### src/rtl/alarm_status_bank.sv
// alarm_status_bank: per-channel sticky W1C alarm status with level/rising-edge
// capture, interrupt enable mask and saturating occurrence counters, read and
// written through a small register window. One registered interrupt output.
module alarm_status_bank #(
    parameter int                    P_CHANNELS    = 8,
    parameter int                    P_DATA_WIDTH  = 32,
    parameter int                    P_CNT_WIDTH   = 8,
    parameter logic [P_CHANNELS-1:0] P_STATUS_INIT = {P_CHANNELS{1'b0}}
) (
    input  logic                    CLOCK,
    input  logic                    RESET,
    input  logic                    REG_SELECT,
    input  logic                    REG_WRITE,
    input  logic [2:0]              REG_ADDR,
    input  logic [P_DATA_WIDTH-1:0] DATA_IN,
    input  logic [P_CHANNELS-1:0]   ALARM_IN,
    output logic [P_DATA_WIDTH-1:0] DATA_OUT_Q,
    output logic                    IRQ_Q
);

    // Counter-select width; a single channel still gets one select bit.
    localparam int LP_SEL_W = (P_CHANNELS > 1) ? $clog2(P_CHANNELS) : 1;
    localparam logic [LP_SEL_W:0] LP_CH_NUM = (LP_SEL_W + 1)'(P_CHANNELS);

    localparam logic [2:0] LP_ADDR_STATUS  = 3'd0;
    localparam logic [2:0] LP_ADDR_ENABLE  = 3'd1;
    localparam logic [2:0] LP_ADDR_MODE    = 3'd2;
    localparam logic [2:0] LP_ADDR_CNT_SEL = 3'd3;
    localparam logic [2:0] LP_ADDR_CNT     = 3'd4;

    // Saturating increment: holds at all-ones instead of wrapping to zero.
    function automatic logic [P_CNT_WIDTH-1:0] sat_inc(input logic [P_CNT_WIDTH-1:0] v);
        if (v == {P_CNT_WIDTH{1'b1}}) begin
            sat_inc = v;
        end else begin
            sat_inc = v + P_CNT_WIDTH'(1);
        end
    endfunction

    logic [P_CHANNELS-1:0]   status_q,     status_d;
    logic [P_CHANNELS-1:0]   enable_q,     enable_d;
    logic [P_CHANNELS-1:0]   mode_q,       mode_d;
    logic [LP_SEL_W-1:0]     cnt_sel_q,    cnt_sel_d;
    logic [P_CHANNELS-1:0]   alarm_prev_q, alarm_prev_d;
    logic [P_CNT_WIDTH-1:0]  cnt_q [P_CHANNELS];
    logic [P_CNT_WIDTH-1:0]  cnt_d [P_CHANNELS];
    logic [P_DATA_WIDTH-1:0] data_out_d;
    logic                    irq_d;

    logic                    wr_s;
    logic                    rd_s;
    logic [P_CHANNELS-1:0]   rise_s;
    logic [P_CHANNELS-1:0]   set_s;
    logic                    cnt_sel_ok_s;
    logic [LP_SEL_W-1:0]     cnt_idx_s;
    logic [P_DATA_WIDTH-1:0] rdata_s;
    logic                    unused_data_s;

    // Write-data bits above the implemented register widths are don't-care.
    assign unused_data_s = ^DATA_IN;

    // Bus strobe decode and capture conditions for each alarm channel.
    always_comb begin
        wr_s   = REG_SELECT & REG_WRITE;
        rd_s   = REG_SELECT & ~REG_WRITE;
        rise_s = ALARM_IN & ~alarm_prev_q;
        set_s  = (ALARM_IN & ~mode_q) | (rise_s & mode_q);
    end

    // Out-of-range counter selects fall back to counter 0 for reads and
    // block counter-clear writes.
    always_comb begin
        if ({1'b0, cnt_sel_q} < LP_CH_NUM) begin
            cnt_sel_ok_s = 1'b1;
            cnt_idx_s    = cnt_sel_q;
        end else begin
            cnt_sel_ok_s = 1'b0;
            cnt_idx_s    = {LP_SEL_W{1'b0}};
        end
    end

    // Status: a capture event always wins over a simultaneous W1C clear.
    always_comb begin
        status_d = status_q;
        for (int i = 0; i < P_CHANNELS; i++) begin
            if (set_s[i]) begin
                status_d[i] = 1'b1;
            end else if (wr_s && (REG_ADDR == LP_ADDR_STATUS) && DATA_IN[i]) begin
                status_d[i] = 1'b0;
            end else begin
                status_d[i] = status_q[i];
            end
        end
    end

    // Plain read/write configuration registers and the alarm history.
    always_comb begin
        enable_d     = enable_q;
        mode_d       = mode_q;
        cnt_sel_d    = cnt_sel_q;
        alarm_prev_d = ALARM_IN;
        if (wr_s) begin
            case (REG_ADDR)
                LP_ADDR_ENABLE:  enable_d  = DATA_IN[P_CHANNELS-1:0];
                LP_ADDR_MODE:    mode_d    = DATA_IN[P_CHANNELS-1:0];
                LP_ADDR_CNT_SEL: cnt_sel_d = DATA_IN[LP_SEL_W-1:0];
                default: begin
                    enable_d  = enable_q;
                    mode_d    = mode_q;
                    cnt_sel_d = cnt_sel_q;
                end
            endcase
        end else begin
            enable_d  = enable_q;
            mode_d    = mode_q;
            cnt_sel_d = cnt_sel_q;
        end
    end

    // Occurrence counters: clear first, then count, so clear+rise gives 1.
    always_comb begin
        for (int i = 0; i < P_CHANNELS; i++) begin
            if (wr_s && (REG_ADDR == LP_ADDR_CNT) && cnt_sel_ok_s && (int'(cnt_sel_q) == i)) begin
                cnt_d[i] = {P_CNT_WIDTH{1'b0}};
            end else begin
                cnt_d[i] = cnt_q[i];
            end
            if (rise_s[i]) begin
                cnt_d[i] = sat_inc(cnt_d[i]);
            end else begin
                cnt_d[i] = cnt_d[i];
            end
        end
    end

    // Read mux over pre-edge register values; unused bits read as zero.
    always_comb begin
        rdata_s = {P_DATA_WIDTH{1'b0}};
        case (REG_ADDR)
            LP_ADDR_STATUS:  rdata_s[P_CHANNELS-1:0]  = status_q;
            LP_ADDR_ENABLE:  rdata_s[P_CHANNELS-1:0]  = enable_q;
            LP_ADDR_MODE:    rdata_s[P_CHANNELS-1:0]  = mode_q;
            LP_ADDR_CNT_SEL: rdata_s[LP_SEL_W-1:0]    = cnt_sel_q;
            LP_ADDR_CNT:     rdata_s[P_CNT_WIDTH-1:0] = cnt_q[cnt_idx_s];
            default:         rdata_s                  = {P_DATA_WIDTH{1'b0}};
        endcase
    end

    // Read data is captured only on a read strobe; interrupt looks at the
    // next-state status and enable so it rises on the same edge as the bit.
    always_comb begin
        if (rd_s) begin
            data_out_d = rdata_s;
        end else begin
            data_out_d = DATA_OUT_Q;
        end
        irq_d = |(status_d & enable_d);
    end

    // State registers with synchronous reset that overrides all other activity.
    always_ff @(posedge CLOCK) begin
        if (RESET) begin
            status_q     <= P_STATUS_INIT;
            enable_q     <= {P_CHANNELS{1'b0}};
            mode_q       <= {P_CHANNELS{1'b0}};
            cnt_sel_q    <= {LP_SEL_W{1'b0}};
            alarm_prev_q <= {P_CHANNELS{1'b0}};
            for (int i = 0; i < P_CHANNELS; i++) begin
                cnt_q[i] <= {P_CNT_WIDTH{1'b0}};
            end
            DATA_OUT_Q   <= {P_DATA_WIDTH{1'b0}};
            IRQ_Q        <= 1'b0;
        end else begin
            status_q     <= status_d;
            enable_q     <= enable_d;
            mode_q       <= mode_d;
            cnt_sel_q    <= cnt_sel_d;
            alarm_prev_q <= alarm_prev_d;
            for (int i = 0; i < P_CHANNELS; i++) begin
                cnt_q[i] <= cnt_d[i];
            end
            DATA_OUT_Q   <= data_out_d;
            IRQ_Q        <= irq_d;
        end
    end

endmodule

### config.mk
export PLATFORM = sky130hd
export DESIGN_NAME = alarm_status_bank
export DESIGN_NICKNAME = d
export VERILOG_FILES = /design/src/rtl/alarm_status_bank.sv
export SDC_FILE = /design/constraint.sdc
export NUM_CORES = 1
export LEC_CHECK = 0
export ABC_AREA = 1
export ABC_CLOCK_PERIOD_IN_PS = 2200
export CORE_MARGIN = 2
export CORE_UTILIZATION = 48
export CTS_CLUSTER_DIAMETER = 30
export DETAILED_ROUTE_END_ITERATION = 8
export GPL_ROUTABILITY_DRIVEN = 1
export PLACE_DENSITY = 0.7
export SETUP_SLACK_MARGIN = 0.4
export SLEW_MARGIN = 20
export SYNTH_ARGS = -nofsm -noshare
export SYNTH_HDL_FRONTEND = slang
export SYNTH_SLANG_ARGS = --single-unit
export TNS_END_PERCENT = 5
### constraint.sdc
create_clock -name CLOCK -period 2.2 [get_ports CLOCK]
set_input_delay 0.44 -clock CLOCK [delete_from_list [all_inputs] [get_ports CLOCK]]
set_output_delay 0.44 -clock CLOCK [all_outputs]
set_load 0.1 [all_outputs]
; Word level (Yosys, flattened, before mapping)
; Memories as Yosys holds them, arrays and structs flattened. A register that Yosys moved wholly into a read port is not among the register bits.
; Index checks and enable logic that the tools add are counted.
[classes]
n_eq_ne = 19
addsub = 8
n_bitwise = 18
n_mux = 57
n_reduce_logical = 23
[ops]
columns = cell, count
row1 = two-way mux 8 bit, 34
row2 = adder 8 x 1 -> 8 bit (second input constant), 8
row3 = == test 8 bit (second input constant), 8
row4 = bitwise AND 8 bit, 4
row5 = case mux 5 bit (4 select lines), 1
row6 = two-way mux 1 bit, 19
row7 = logical AND 1 bit, 18
row8 = inverter 8 bit, 2
row9 = == test 3 bit (second input constant), 5
row10 = case mux 3 bit (5 select lines), 1
row11 = == test 3 x 2 -> 1 bit (second input constant), 4
row12 = bitwise OR 1 bit, 8
row13 = bitwise OR 8 bit, 1
row14 = OR reduction 8 bit, 1
row15 = == test 3 x 1 -> 1 bit (second input constant), 2
row16 = logical NOT 3 bit, 2
row17 = two-way mux 3 bit, 2
row18 = AND reduction 2 bit, 2
row19 = bitwise AND 1 bit, 2
row20 = inverter 1 bit, 1
[totals]
ff_bits = 44
input_bits = 47
word_cells = 133
mem_count = 1
out_inout_bits = 33
ramBits = 64
[mem_list]
columns = memory, depth, width, rd, rd_ports_with_merged_regs, wr, line
row1 = cnt_q, 8, 8, 9, 1, 8, 45  ; logic [P_CNT_WIDTH-1:0] cnt_q [P_CHANNELS];

; Logic depth before layout (Yosys ltp)
[logic_depth]
depth_word = 8
depth_mapped = 13
depth_no_buf = 12

; Least setup slack after synthesis
; Ideal clock, no wire load.
[synth_path]
path_kind = input-to-reg
startpoint = input port REG_SELECT
endpoint = register IRQ_Q
cell_stages = 10
required_time_ns = 2.068
setup_ns = 0.132
path_slack_ns = 0.499
path_buffers = 1
arrival_ns = 1.569
cell_sequence = nand2_1 > clkinv_1 > nand3_2 > buf_4 > nand2_1 > o21a_1 > nand2_1 > nand2_1 > nor2_1 > a21oi_1
[synth_between]
elab_chain_cells = 7
word_cells_on_any_way = 29
cone_classes = mux (17) / bitwise (2) / reduce/logical (10)
[synth_lines]
columns = item, line
row1 = from (decl), 12  ; input logic REG_SELECT,
row2 = bitwise AND 1 bit (*), 64  ; wr_s = REG_SELECT & REG_WRITE;
row3 = logical AND 1 bit (2 in series), 88  ; end else if (wr_s && (REG_ADDR == LP_ADDR_STATUS) && DATA_IN[i]) begin
row4 = two-way mux 1 bit, 88
row5 = two-way mux 1 bit, 86  ; if (set_s[i]) begin
row6 = bitwise AND 8 bit (*), 157  ; irq_d = |(status_d & enable_d);
row7 = OR reduction 8 bit (*), 157
row8 = to (signal assigned), 183  ; IRQ_Q <= irq_d;
row9 = to (decl), 18  ; output logic IRQ_Q
; Mark *: on every way between the ends. The rest lies on a longest branch, timed or not.
; A chain may end at the register's enable or synchronous reset.

==> results.txt <==
The final net count is 1123. The count of endpoints failing setup in the final report came out at 0. The number of core rows is 41.

The count of TritonRoute iterations in the first routing pass is 5. The half-perimeter wire length after placement is 12030 um. The count of endpoints failing hold in the final timing report was 0. After layout, the worst path uses 80.69% of the clock period. The count of fill cells added during filler insertion is 1258.

The horizontal die dimension is 118.5 um. Setup repair after global routing could not meet its margin everywhere. The number of different library cells used by synthesis comes to 37.

80 I/O pins were placed. The library cell used most frequently in the layout, excluding fill and tap cells, is sky130_fd_sc_hd__nand2_1. The ratio of routed vias to standard cells is 5.100. The average instance area after synthesis came out at 6.302 um2. The H-tree was split into 3 levels.

The post-route clock skew is 0.01094 ns. The fraction of final layout cells sized beyond drive strength 1 came out at 13.88%. STA classifies the critical path startpoint as a register. The library cells used most frequently in the layout, excluding fill and tap cells, are 229 x sky130_fd_sc_hd__nand2_1, 132 x sky130_fd_sc_hd__inv_1, 117 x sky130_fd_sc_hd__nor2_1. The area of the die came out at 14050 um2.

In this run the standard cell core region covers 12720 um2. The worst setup path is captured at a register. During synthesis, Yosys emitted a total of 0 warnings. The post-synthesis cell area is 6296 um2. The run finished with clean final reports. Data on the critical path arrives at its endpoint at 2.07 ns.

The critical path required time came out at 2.50 ns. In this run the cell area measured after placement is 7032 um2. The initial antenna violation count is 0. Counting the buffers created by CTS gives 9. The placer's final routability congestion estimate is 0.8776. In the synthesized netlist, the number of instances is 999. After global routing the overflow that remains totals 0. Power spread over the standard cell area amounts to 570.9 nW/um2.

The hold buffer count at CTS came out at 0. The synthesis-to-layout area growth is 21.14%. The initial cell density of the core is 49.49%.

The peak supply drop came out at 0.0004393 V. Summed over all layers, the routed wires come to 16470 um. The global-route wire length before repair came out at 26610 um. The combined area of the multi-input logic cells is 3550 um2. The number of violations reported at the end of detailed-routing iteration 0 is 443. The via count of the first global-routing pass is 5742. The post-route DRC violation count came out at 0. The number of max-cap violations came out at 0.

The number of buffers between clock root and the deepest sink came out at 2. The detail route stage leaves a number of antenna-violating nets equal to 0. TritonCTS built the clock tree. The final period demand of the worst path is 1.775 ns. The tightest min-delay check is of the input port to register type. The number of max-slew violations in the final report is 0. The worst setup path is of the register to register kind. The clock insertion delay at the later pin of the skew report came out at 0.36 ns. The share of the yosys chip area belonging to registers is 35.29%. Dividing the detail-routed wire length by the instance count gives 13.14 um. The pin count of the biggest net entering global routing is 38. The analysis attributes to cell leakage a power of 3.295 nW. The aggregate global-route resource usage came out at 23.08%. The clock slew seen by the registers of the worst setup and hold paths is 0.08 ns.

The tree is rooted in a sky130_fd_sc_hd__clkbuf_16. Summing all non-filler instances in the final layout gives an area of 7627 um2. The number of synthesized register bits is 111. The detailed router placed 6390 vias in this run. The total inserted antenna cells came out at 0.

The post-route setup TNS came out at 0 ns. Of all nets on the critical path, the largest fanout is 11. Port buffering added 31 buffers.

The maximum clock frequency is 563.3 MHz. The die is 118.5 um tall. The total clock sinks is 111. In the final layout, flip-flops and latches occupy 2222 um2.
## sequential cells by signal, indices dropped and copies added, names as in the netlist, named ones only
signal / flops
DATA_OUT_Q: 8
cnt_q: 64
mode_q: 8
IRQ_Q: 1
alarm_prev_q: 8
cnt_idx_s: 3
status_q: 8
enable_q: 8
## report_power, final
part           internal (mW)  total (mW)  switching (mW)
Sequential              2.06        2.10          0.0436
Clock                  0.801        1.63           0.824
Combinational          0.168       0.625           0.457
## metal layers
metal / global-route usage, % / vias up / wire, um
met3: 3.041 / 20 / 694
met5: 0 / - / 0
li1: - / 3327 / -
met2: 37.79 / 149 / 7787
met4: 8.482 / 0 / 324
met1: 31.01 / 2894 / 7662
## worst paths after layout
check / from / to / slack [ns] / cells past startpoint
hold reg to reg: DATA_OUT_Q[1] / DATA_OUT_Q[1] / 0.47 / 2
hold / removal: RESET / cnt_q[4][2] / 0.40 / 2
setup reg to reg: register / DATA_OUT_Q[1] / 0.42 / 8
setup / recovery: register / DATA_OUT_Q[1] / 0.42 / 8
## worst max-delay path, cell delays in order, from the launching register on
cell and delay, ns:
sky130_fd_sc_hd__dfxtp_1 0.57, sky130_fd_sc_hd__inv_1 0.27, sky130_fd_sc_hd__a21oi_1 0.21, sky130_fd_sc_hd__o21ai_0 0.11
sky130_fd_sc_hd__nand3_1 0.10, sky130_fd_sc_hd__nand3_1 0.12, sky130_fd_sc_hd__nand3_1 0.15, sky130_fd_sc_hd__nand2_1 0.09
sky130_fd_sc_hd__a21oi_1 0.11
## timing repair
item,in CTS,in global routing
gates cloned,1,0
pin swaps,4,8
setup buffers,0,5
resized for setup,10,55
endpoints found under the setup margin,54,73
## synthesized netlist by cell type (all sizes together)
library cell  number  share of area (%)
o21a               9                1.1
nor4               1              0.099
nand3             92                8.0
buf               37                4.2
o22ai              7               0.70
a21boi             3               0.36
nand4             10                1.1
conb               1              0.060
nor2             134                8.4
dfxtp            111                 35
nand2            244                 15
clkbuf            18                1.1
o31ai              1               0.12
xnor2              1               0.14
nor3               9               0.79
a21oi             98                7.8
o2bb2ai            2               0.28
a31oi              2               0.20
clkinv             4               0.24
a22oi              1               0.12
nor3b              2               0.24
o211ai             9                1.1
o21ai             67                5.3
nand3b             3               0.36
inv              133                7.9
## cell families (layout without fill, tap and decap cells)
| group | after synthesis | in the layout | synth area share, % |
|---|---|---|---|
| AO/OA/AOI/OAI | 199 | 199 | 17.03 |
| XOR/XNOR | 1 | 1 | 0.1391 |
| buffers and inverters | 192 | 250 | 13.43 |
| flip-flops | 111 | 111 | 35.29 |
| other | 1 | 24 | 0.05956 |
| AND/OR/NAND/NOR | 495 | 496 | 34.04 |
## cell type report
class	instances	area share (%)
Clock buffer	10	3.002
Multi-Input combinational cell	720	46.54
Sequential cell	111	29.13
Clock inverter	6	0.8038
Timing Repair Buffer	97	10.96
Inverter	137	6.742
Tap cell	172	2.822
## stage by stage
step                      setup WS, ns  power, mW  instances  util (%)  hold WS [ns]
after global placement        -0.09954      2.739       1231     55.27        0.4522
final                           0.4249      4.354       1253     59.95        0.3989
after global routing            0.3033      4.506       1253     59.95        0.3931
after detailed placement       -0.1200      2.745       1231     55.27        0.4612
after CTS                       0.3339      4.352       1248     57.92        0.3741
after floorplan                 0.4986      2.606       1022         -        0.4435
(Power assumes the default switching activity.)
